==> config.mk <==
export PLATFORM = sky130hd
export DESIGN_NAME = uart_tx
export DESIGN_NICKNAME = d
export VERILOG_FILES = /design/src/rtl/uart_tx.sv
export SDC_FILE = /design/constraint.sdc
export NUM_CORES = 1
export LEC_CHECK = 0
export CAP_MARGIN = 20
export CORE_ASPECT_RATIO = 0.9
export CORE_MARGIN = 2
export CORE_UTILIZATION = 30
export CTS_CLUSTER_DIAMETER = 80
export DETAILED_ROUTE_END_ITERATION = 8
export SYNTH_ARGS = -nofsm -noshare
export SYNTH_HDL_FRONTEND = slang
export SYNTH_SLANG_ARGS = --single-unit
==> constraint.sdc <==
create_clock -name clk_in -period 2.1 [get_ports clk_in]
set_input_delay 0.21 -clock clk_in [delete_from_list [all_inputs] [get_ports clk_in]]
set_output_delay 0.21 -clock clk_in [all_outputs]
set_load 0.02 [all_outputs]
==> src/rtl/uart_tx.sv <==
// uart_tx -- oversampled UART transmitter.
//
// Serialises DATA_BITS-wide words LSB-first as: start bit (0), data bits,
// optional parity bit, STOP_BITS stop bits (1). Every serial bit is held for
// exactly OVERSAMPLING clk_in cycles. A one-entry holding register lets a
// second word be queued during a frame so frames can run back to back.
//
// Optional feature macro: UART_TX_PARITY_EN
//   defined   -> a parity bit follows the data bits (even, or odd when
//                PARITY_ODD=1), computed when the word enters the shifter.
//   undefined -> no parity bit; PARITY_ODD has no effect.
//
// Ports:
//   clk_in         clock, baud rate x OVERSAMPLING
//   nrst_in        asynchronous active-low reset
//   tx_data_in     word to send
//   tx_valid_in    tx_data_in is valid
//   tx_ready_out   a word can be accepted (holding register empty)
//   tx_serial_out  registered serial line, idle high
//   tx_busy_out    a frame is in progress
//   tx_done_out    one-cycle pulse after a frame's last stop cycle
module uart_tx #(
   parameter int OVERSAMPLING = 8,
   parameter int DATA_BITS    = 8,
   parameter int STOP_BITS    = 1,
   parameter int PARITY_ODD   = 0
) (
   input  logic                 clk_in,
   input  logic                 nrst_in,
   input  logic [DATA_BITS-1:0] tx_data_in,
   input  logic                 tx_valid_in,
   output logic                 tx_ready_out,
   output logic                 tx_serial_out,
   output logic                 tx_busy_out,
   output logic                 tx_done_out
);

   localparam int CNT_W   = $clog2(OVERSAMPLING);
   localparam int IDX_MAX = (DATA_BITS > STOP_BITS) ? DATA_BITS - 1 : STOP_BITS - 1;
   localparam int IDX_W   = (IDX_MAX < 1) ? 1 : $clog2(IDX_MAX + 1);

   localparam logic [CNT_W-1:0] CNT_LAST  = CNT_W'(OVERSAMPLING - 1);
   localparam logic [IDX_W-1:0] DATA_LAST = IDX_W'(DATA_BITS - 1);
   localparam logic [IDX_W-1:0] STOP_LAST = IDX_W'(STOP_BITS - 1);

   if (OVERSAMPLING < 2 || DATA_BITS < 5 || DATA_BITS > 9 ||
       STOP_BITS < 1 || STOP_BITS > 2 || PARITY_ODD < 0 || PARITY_ODD > 1) begin : g_param_check
      $error("uart_tx: parameter out of range");
   end

`ifdef UART_TX_PARITY_EN
   typedef enum logic [2:0] {S_IDLE, S_START, S_DATA, S_PARITY, S_STOP} state_t;
`else
   typedef enum logic [2:0] {S_IDLE, S_START, S_DATA, S_STOP} state_t;
`endif

   state_t                 state_q, state_d;
   logic [CNT_W-1:0]       cnt_q, cnt_d;
   logic [IDX_W-1:0]       idx_q, idx_d;
   logic [DATA_BITS-1:0]   shift_q, shift_d;
   logic [DATA_BITS-1:0]   hold_q, hold_d;
   logic                   hold_full_q, hold_full_d;
   logic                   serial_q, serial_d;
   logic                   done_q, done_d;
`ifdef UART_TX_PARITY_EN
   logic                   parity_q, parity_d;
`endif

   logic                   accept;
   logic                   bit_end;
   logic                   load;
   logic [DATA_BITS-1:0]   load_word;

   assign accept  = tx_valid_in & ~hold_full_q;
   assign bit_end = (cnt_q == CNT_LAST);

   always_comb begin
      state_d     = state_q;
      cnt_d       = cnt_q;
      idx_d       = idx_q;
      shift_d     = shift_q;
      hold_d      = hold_q;
      hold_full_d = hold_full_q;
      done_d      = 1'b0;
      load        = 1'b0;
      load_word   = '0;
`ifdef UART_TX_PARITY_EN
      parity_d    = parity_q;
`endif

      if (state_q != S_IDLE) begin
         cnt_d = bit_end ? '0 : cnt_q + 1'b1;
      end

      case (state_q)
         S_IDLE: begin
            cnt_d = '0;
            idx_d = '0;
            // A word left in the holding register (queued just as the last
            // frame ended) is drained before any new word is taken.
            if (hold_full_q) begin
               load        = 1'b1;
               load_word   = hold_q;
               hold_d      = '0;
               hold_full_d = 1'b0;
            end else if (accept) begin
               load      = 1'b1;
               load_word = tx_data_in;
            end
         end
         S_START: begin
            if (bit_end) begin
               state_d = S_DATA;
               idx_d   = '0;
            end
         end
         S_DATA: begin
            if (bit_end) begin
               shift_d = shift_q >> 1;
               if (idx_q == DATA_LAST) begin
                  idx_d = '0;
`ifdef UART_TX_PARITY_EN
                  state_d = S_PARITY;
`else
                  state_d = S_STOP;
`endif
               end else begin
                  idx_d = idx_q + 1'b1;
               end
            end
         end
`ifdef UART_TX_PARITY_EN
         S_PARITY: begin
            if (bit_end) begin
               state_d = S_STOP;
               idx_d   = '0;
            end
         end
`endif
         S_STOP: begin
            if (bit_end) begin
               if (idx_q == STOP_LAST) begin
                  done_d = 1'b1;
                  idx_d  = '0;
                  if (hold_full_q) begin
                     load        = 1'b1;
                     load_word   = hold_q;
                     hold_d      = '0;
                     hold_full_d = 1'b0;
                  end else begin
                     state_d = S_IDLE;
                  end
               end else begin
                  idx_d = idx_q + 1'b1;
               end
            end
         end
         default: begin
            state_d = S_IDLE;
            cnt_d   = '0;
            idx_d   = '0;
         end
      endcase

      // Accept into the holding register during a frame. Cannot collide
      // with a drain above, since accept requires the register to be empty.
      if (accept && state_q != S_IDLE) begin
         hold_d      = tx_data_in;
         hold_full_d = 1'b1;
      end

      if (load) begin
         shift_d = load_word;
         state_d = S_START;
         cnt_d   = '0;
         idx_d   = '0;
`ifdef UART_TX_PARITY_EN
         parity_d = (^load_word) ^ (PARITY_ODD != 0);
`endif
      end

      // The line register is loaded from the next state so each bit
      // appears on tx_serial_out for the full duration of that state.
      case (state_d)
         S_START:  serial_d = 1'b0;
         S_DATA:   serial_d = shift_d[0];
`ifdef UART_TX_PARITY_EN
         S_PARITY: serial_d = parity_d;
`endif
         default:  serial_d = 1'b1;
      endcase
   end

   always_ff @(posedge clk_in or negedge nrst_in) begin
      if (!nrst_in) begin
         state_q     <= S_IDLE;
         cnt_q       <= '0;
         idx_q       <= '0;
         shift_q     <= '0;
         hold_q      <= '0;
         hold_full_q <= 1'b0;
         serial_q    <= 1'b1;
         done_q      <= 1'b0;
`ifdef UART_TX_PARITY_EN
         parity_q    <= 1'b0;
`endif
      end else begin
         state_q     <= state_d;
         cnt_q       <= cnt_d;
         idx_q       <= idx_d;
         shift_q     <= shift_d;
         hold_q      <= hold_d;
         hold_full_q <= hold_full_d;
         serial_q    <= serial_d;
         done_q      <= done_d;
`ifdef UART_TX_PARITY_EN
         parity_q    <= parity_d;
`endif
      end
   end

   assign tx_ready_out  = ~hold_full_q;
   assign tx_serial_out = serial_q;
   assign tx_busy_out   = (state_q != S_IDLE);
   assign tx_done_out   = done_q;

endmodule

## Word level (Yosys, flattened, before mapping)

Cells that the tools add are included.

- Register bits: 28
- Input port bits: 11
- Output and inout port bits: 4

- Add/sub/neg operators: 2
- Eq/ne operators: 13
- Multiplexer cells: 47
- Bitwise operators: 2
- Reductions and logical operators: 11

Operator list:

| cell | number |
|---|---|
| $mux 8 | 12 |
| $mux 3 | 17 |
| $pmux 8 s2 | 2 |
| $ne 3x3->1 const B | 5 |
| $pmux 3 s4 | 1 |
| $mux 1 | 11 |
| $eq 3x2->1 const B | 3 |
| $pmux 3 s3 | 1 |
| $add 3x1->3 const B | 2 |
| $eq 3x1->1 const B | 2 |
| $eq 3x3->1 const B | 2 |
| $logic_not 3->1 | 2 |
| $pmux 1 s2 | 3 |
| $reduce_and 3->1 | 2 |
| $reduce_bool 3->1 | 2 |
| $reduce_bool 2->1 | 2 |
| $ne 3x1->1 const B | 1 |
| $reduce_or 3->1 | 1 |
| $reduce_and 2->1 | 1 |
| $and 1x1->1 | 1 |
| $logic_and 1x1->1 | 1 |
| $not 1->1 | 1 |

## Logic depth before layout (Yosys ltp)

- Word-level depth: 8
- Mapped depth: 8

## Worst setup path before layout

Ideal clock, no wire load.

- Path kind: flip-flop to flip-flop
- Start point: register cnt_q[0]
- End point: register shift_q[7]
- Setup time: 94 ps
- Arrival: 1573 ps
- Path slack: 433 ps
- Cell stages (with the launch flop): 8
- Buffers on the path: 1
- Clock period less this slack: 1667 ps
- Cell sequence: dfrtp_1 -> ha_1 -> ha_1 -> and3b_1 -> nand2b_1 -> clkbuf_1 -> a31oi_1 -> a211oi_1

- Word-level cells in the longest chain between the ends: 5
- Elaborated cells between the ends (all ways): 9
- Classes of those cells: eq/ne: 1; mux: 5; reduce/logical: 3

RTL lines:

| item | line | RTL |
|---|---|---|
| start, declared | 58 | `logic [CNT_W-1:0] cnt_q, cnt_d;` |
| start signal, assigned | 209 | `cnt_q <= cnt_d;` |
| $eq 3x3->1 * | 75 | `assign bit_end = (cnt_q == CNT_LAST);` |
| $mux 1 | 141 | `if (bit_end) begin` |
| $pmux 1 s2 | 95 | `case (state_q)` |
| $reduce_bool 2->1 (no line) | - |  |
| $reduce_and 2->1 (no line) | - |  |
| end signal, assigned | 211 | `shift_q <= shift_d;` |
| end, declared | 60 | `logic [DATA_BITS-1:0] shift_q, shift_d;` |

Every way passes the cells marked *; elsewhere a longest branch is shown, timed or not.
A chain may end at the register's enable or synchronous reset.

## Worst setup path in the final report

- Start point: register state_q[2]
- End point: output port tx_busy_out

- Word-level cells in the longest chain between the ends: 1

RTL lines:

| item | line | RTL |
|---|---|---|
| start, declared | 57 | `state_t state_q, state_d;` |
| start signal, assigned | 208 | `state_q <= state_d;` |
| $reduce_bool 3->1 | 224 | `assign tx_busy_out = (state_q != S_IDLE);` |
| end, declared | 34 | `output logic tx_busy_out,` |

Every way passes these cells.

==> out/metrics.csv <==
metric;value;unit
sequential area share after synthesis;46.1;%
htree depth;1;
placed cell area;1750;µm²
clk slew on worst S/H paths;0.10;ns
final wirelength;3.44;mm
share of layout cells above drive strength 1;14.6;%
Die Ht;71.6;µm
final instance area;1810;µm²
drt first pass iters;4;
first-pass GRT wire length;6.02;mm
layout net count;189;
fin cells;236;
Clock power frac;18.3;%
setup ws final;0.101;ns
antenna diode instance count;0;
final hold slack;0.269;ns
fmax;500;MHz
status;complete, no violations;
Final Total Pwr;1.88;mW
CP Max Fanout;11;
TNS Setup;0;ns
RSZ-0062 raised after global routing;false;
cts repair resizes;0;
synthesized area;1520;µm²
TritonCTS clock tree;built;
max_cap viols;0;
worst path required time;1.89;ns
GRT Overall Usage;13.3;%
Syn Nets;172;
Final Skew;0.00607;ns
top-area cell type share of the netlist area;44.4;%
number of post-CTS setup repair buffers;0;
Layout area overhead;19.1;%
total gr overflow;0;
Hold Violations, Final;0;
Die Wd;79.1;µm
largest net degree at the start of global routing;29;
row count;24;
Startpoint Class;register;
max-slew violations;0;
fin util;37.2;%
vias in the first global route;1283;
Core ar.;4860;µm²
routability cong.;0.791;
Unique masters post-synth;43;
cell taking the most area after synthesis;dfrtp_1;
setup violators final;0;
clk buf depth;2;
CTS Buf Count;3;
number of DRC markers in iteration 0;82;
Setup crit end kind;primary output;
Post-CTS Hold Buffers;0;
Placed Instances;232;
per-cell routed wire length;14.6;µm
sequential power share;47.7;%
Sw Share;36.9;%
#FFs+latches synth;28;
slowest CP cell;clkdlybuf4s50_1;
Peak VDD IR;0.000426;V
drt drc;0;
Avg Cell Area, Syn;9.82;µm²
worst skew pair latency;0.28;ns
post-DP HPWL;2.38;mm
Post-Place Worst Slack;0.191;ns
DIE AREA;5660;µm²
synth warn;0;
fin crit period;2.00;ns
Pwr Density;1040;nW/µm²
Logic pwr share;34.0;%
Routed Antenna Nets;0;
Critical Path Max Stage Delay;0.55;ns
CP Cell Sequence;nor3_4, inv_1, clkdlybuf4s50_1;
drt via density;5.19;
CTS Sinks;28;
Starting Density;31.3;%
top cells by area, synth;dfrtp_1, nand2_1, ha_1;
Pint;1.19;mW
Post-Synthesis Cells;155;
leakage dissipation;0.784;nW
I/O Pins;15;
critical path data arrival time;1.79;ns
initial antenna violation count;0;
Hold WC Path Type;input pin to async pin;
DR vias;1225;
fin crit share;95.2;%
Crit Path Category;register to primary output;
CTS root buffer;clkbuf_8;
P_sw;0.692;mW
Port Buffers;14;
[final cells by class]
type                    instances  area [µm²]
repair buffers                 20         198
clock buffers                   4        55.1
multi-input cells             113         753
fillers                       505        3050
well taps                      65        81.3
flip-flops and latches         28         702
inverters                       6        22.5
[cell usage in the layout, fill, tap and decap left out, drive strengths merged, types with 2 or more instances in the layout]
master / synthesis / routed
and2b: 2 / 2
clkdlybuf4s50: 0 / 14
clkbuf: 2 / 4
inv: 6 / 6
buf: 6 / 6
a21oi: 9 / 9
nand2b: 3 / 3
ha: 6 / 6
o21ai: 9 / 9
and3b: 2 / 2
nand2: 26 / 26
and3: 3 / 3
nor2: 6 / 6
dfrtp: 27 / 27
a22oi: 8 / 8
nor3: 2 / 2
a31oi: 11 / 11
nor2b: 2 / 2
o22ai: 8 / 8
[Yosys cell counts, drive strengths merged]
cell	instances
a22oi	8
a21oi	9
nand3b	1
and2b	2
a32oi	1
dfstp	1
and4bb	1
o21ai	9
a31o	1
or3	1
ha	6
conb	1
clkbuf	2
dfrtp	27
mux2	1
inv	6
nand2	26
o21a	1
a22o	1
and3b	2
nor2b	2
mux2i	1
a31oi	11
buf	6
and2	1
nand4	1
nand2b	3
nor2	6
and4b	1
a211oi	1
nor3	2
and3	3
and4	1
a21o	1
o22ai	8
[worst paths after layout]
path                                 end  depth (start not counted)       start  slack, ns
max                          tx_busy_out                          3  state_q[2]       0.10
min                             cnt_q[1]                          2     nrst_in       0.27
max reg2reg                   shift_q[1]                          6    cnt_q[0]       0.20
min reg2reg                    hold_q[4]                          2   hold_q[4]       0.53
max in group asynchronous  tx_serial_out                          2     nrst_in       1.58
min in group clk_in            hold_q[4]                          2   hold_q[4]       0.53
[kinds of logic after synthesis]
logic type / Yosys count / share of synthesized area (%)
DFF: 28 / 46.1
adders and majority gates: 6 / 4.93
other: 1 / 0.246
muxes: 2 / 1.40
buffers and inverters: 14 / 5.10
and+or+nand+nor: 53 / 19.2
AOI/OAI and AO/OA: 51 / 22.9
[worst max-delay path, delay by kind of cell (launching register included)]
family                 cells  cell delay (ns)
buffers and inverters      2             0.66
AND/OR/NAND/NOR            1             0.31
flip-flops                 1             0.53
[power groups by stage]
stage	clock [mW]	sequential [mW]	combinational (mW)
floorplan	0	0.856	0.464
global placement	0	0.898	0.619
detailed placement	0	0.901	0.630
CTS	0.352	0.892	0.634
global route	0.370	0.924	0.731
finish	0.344	0.896	0.638
[flip-flops by register name (all words and copies together), names as in the netlist]
name,cells
hold_full_q,1
tx_serial_out,1
idx_q,3
tx_done_out,1
state_q,3
cnt_q,3
hold_q,8
shift_q,8
[layer usage]
| metal | routed length [µm] | global-route usage [%] | part of all wire, % | up-vias |
|---|---|---|---|---|
| met4 | 42 | 4.41 | 1.2 | 0 |
| met2 | 1490 | 20.4 | 43 | 27 |
| met1 | 1800 | 19.4 | 52 | 596 |
| li1 | - | - | - | 596 |
| met5 | 0 | 0 | 0 | - |
| met3 | 103 | 1.76 | 3.0 | 6 |
Power figures use the tool's default switching activity.
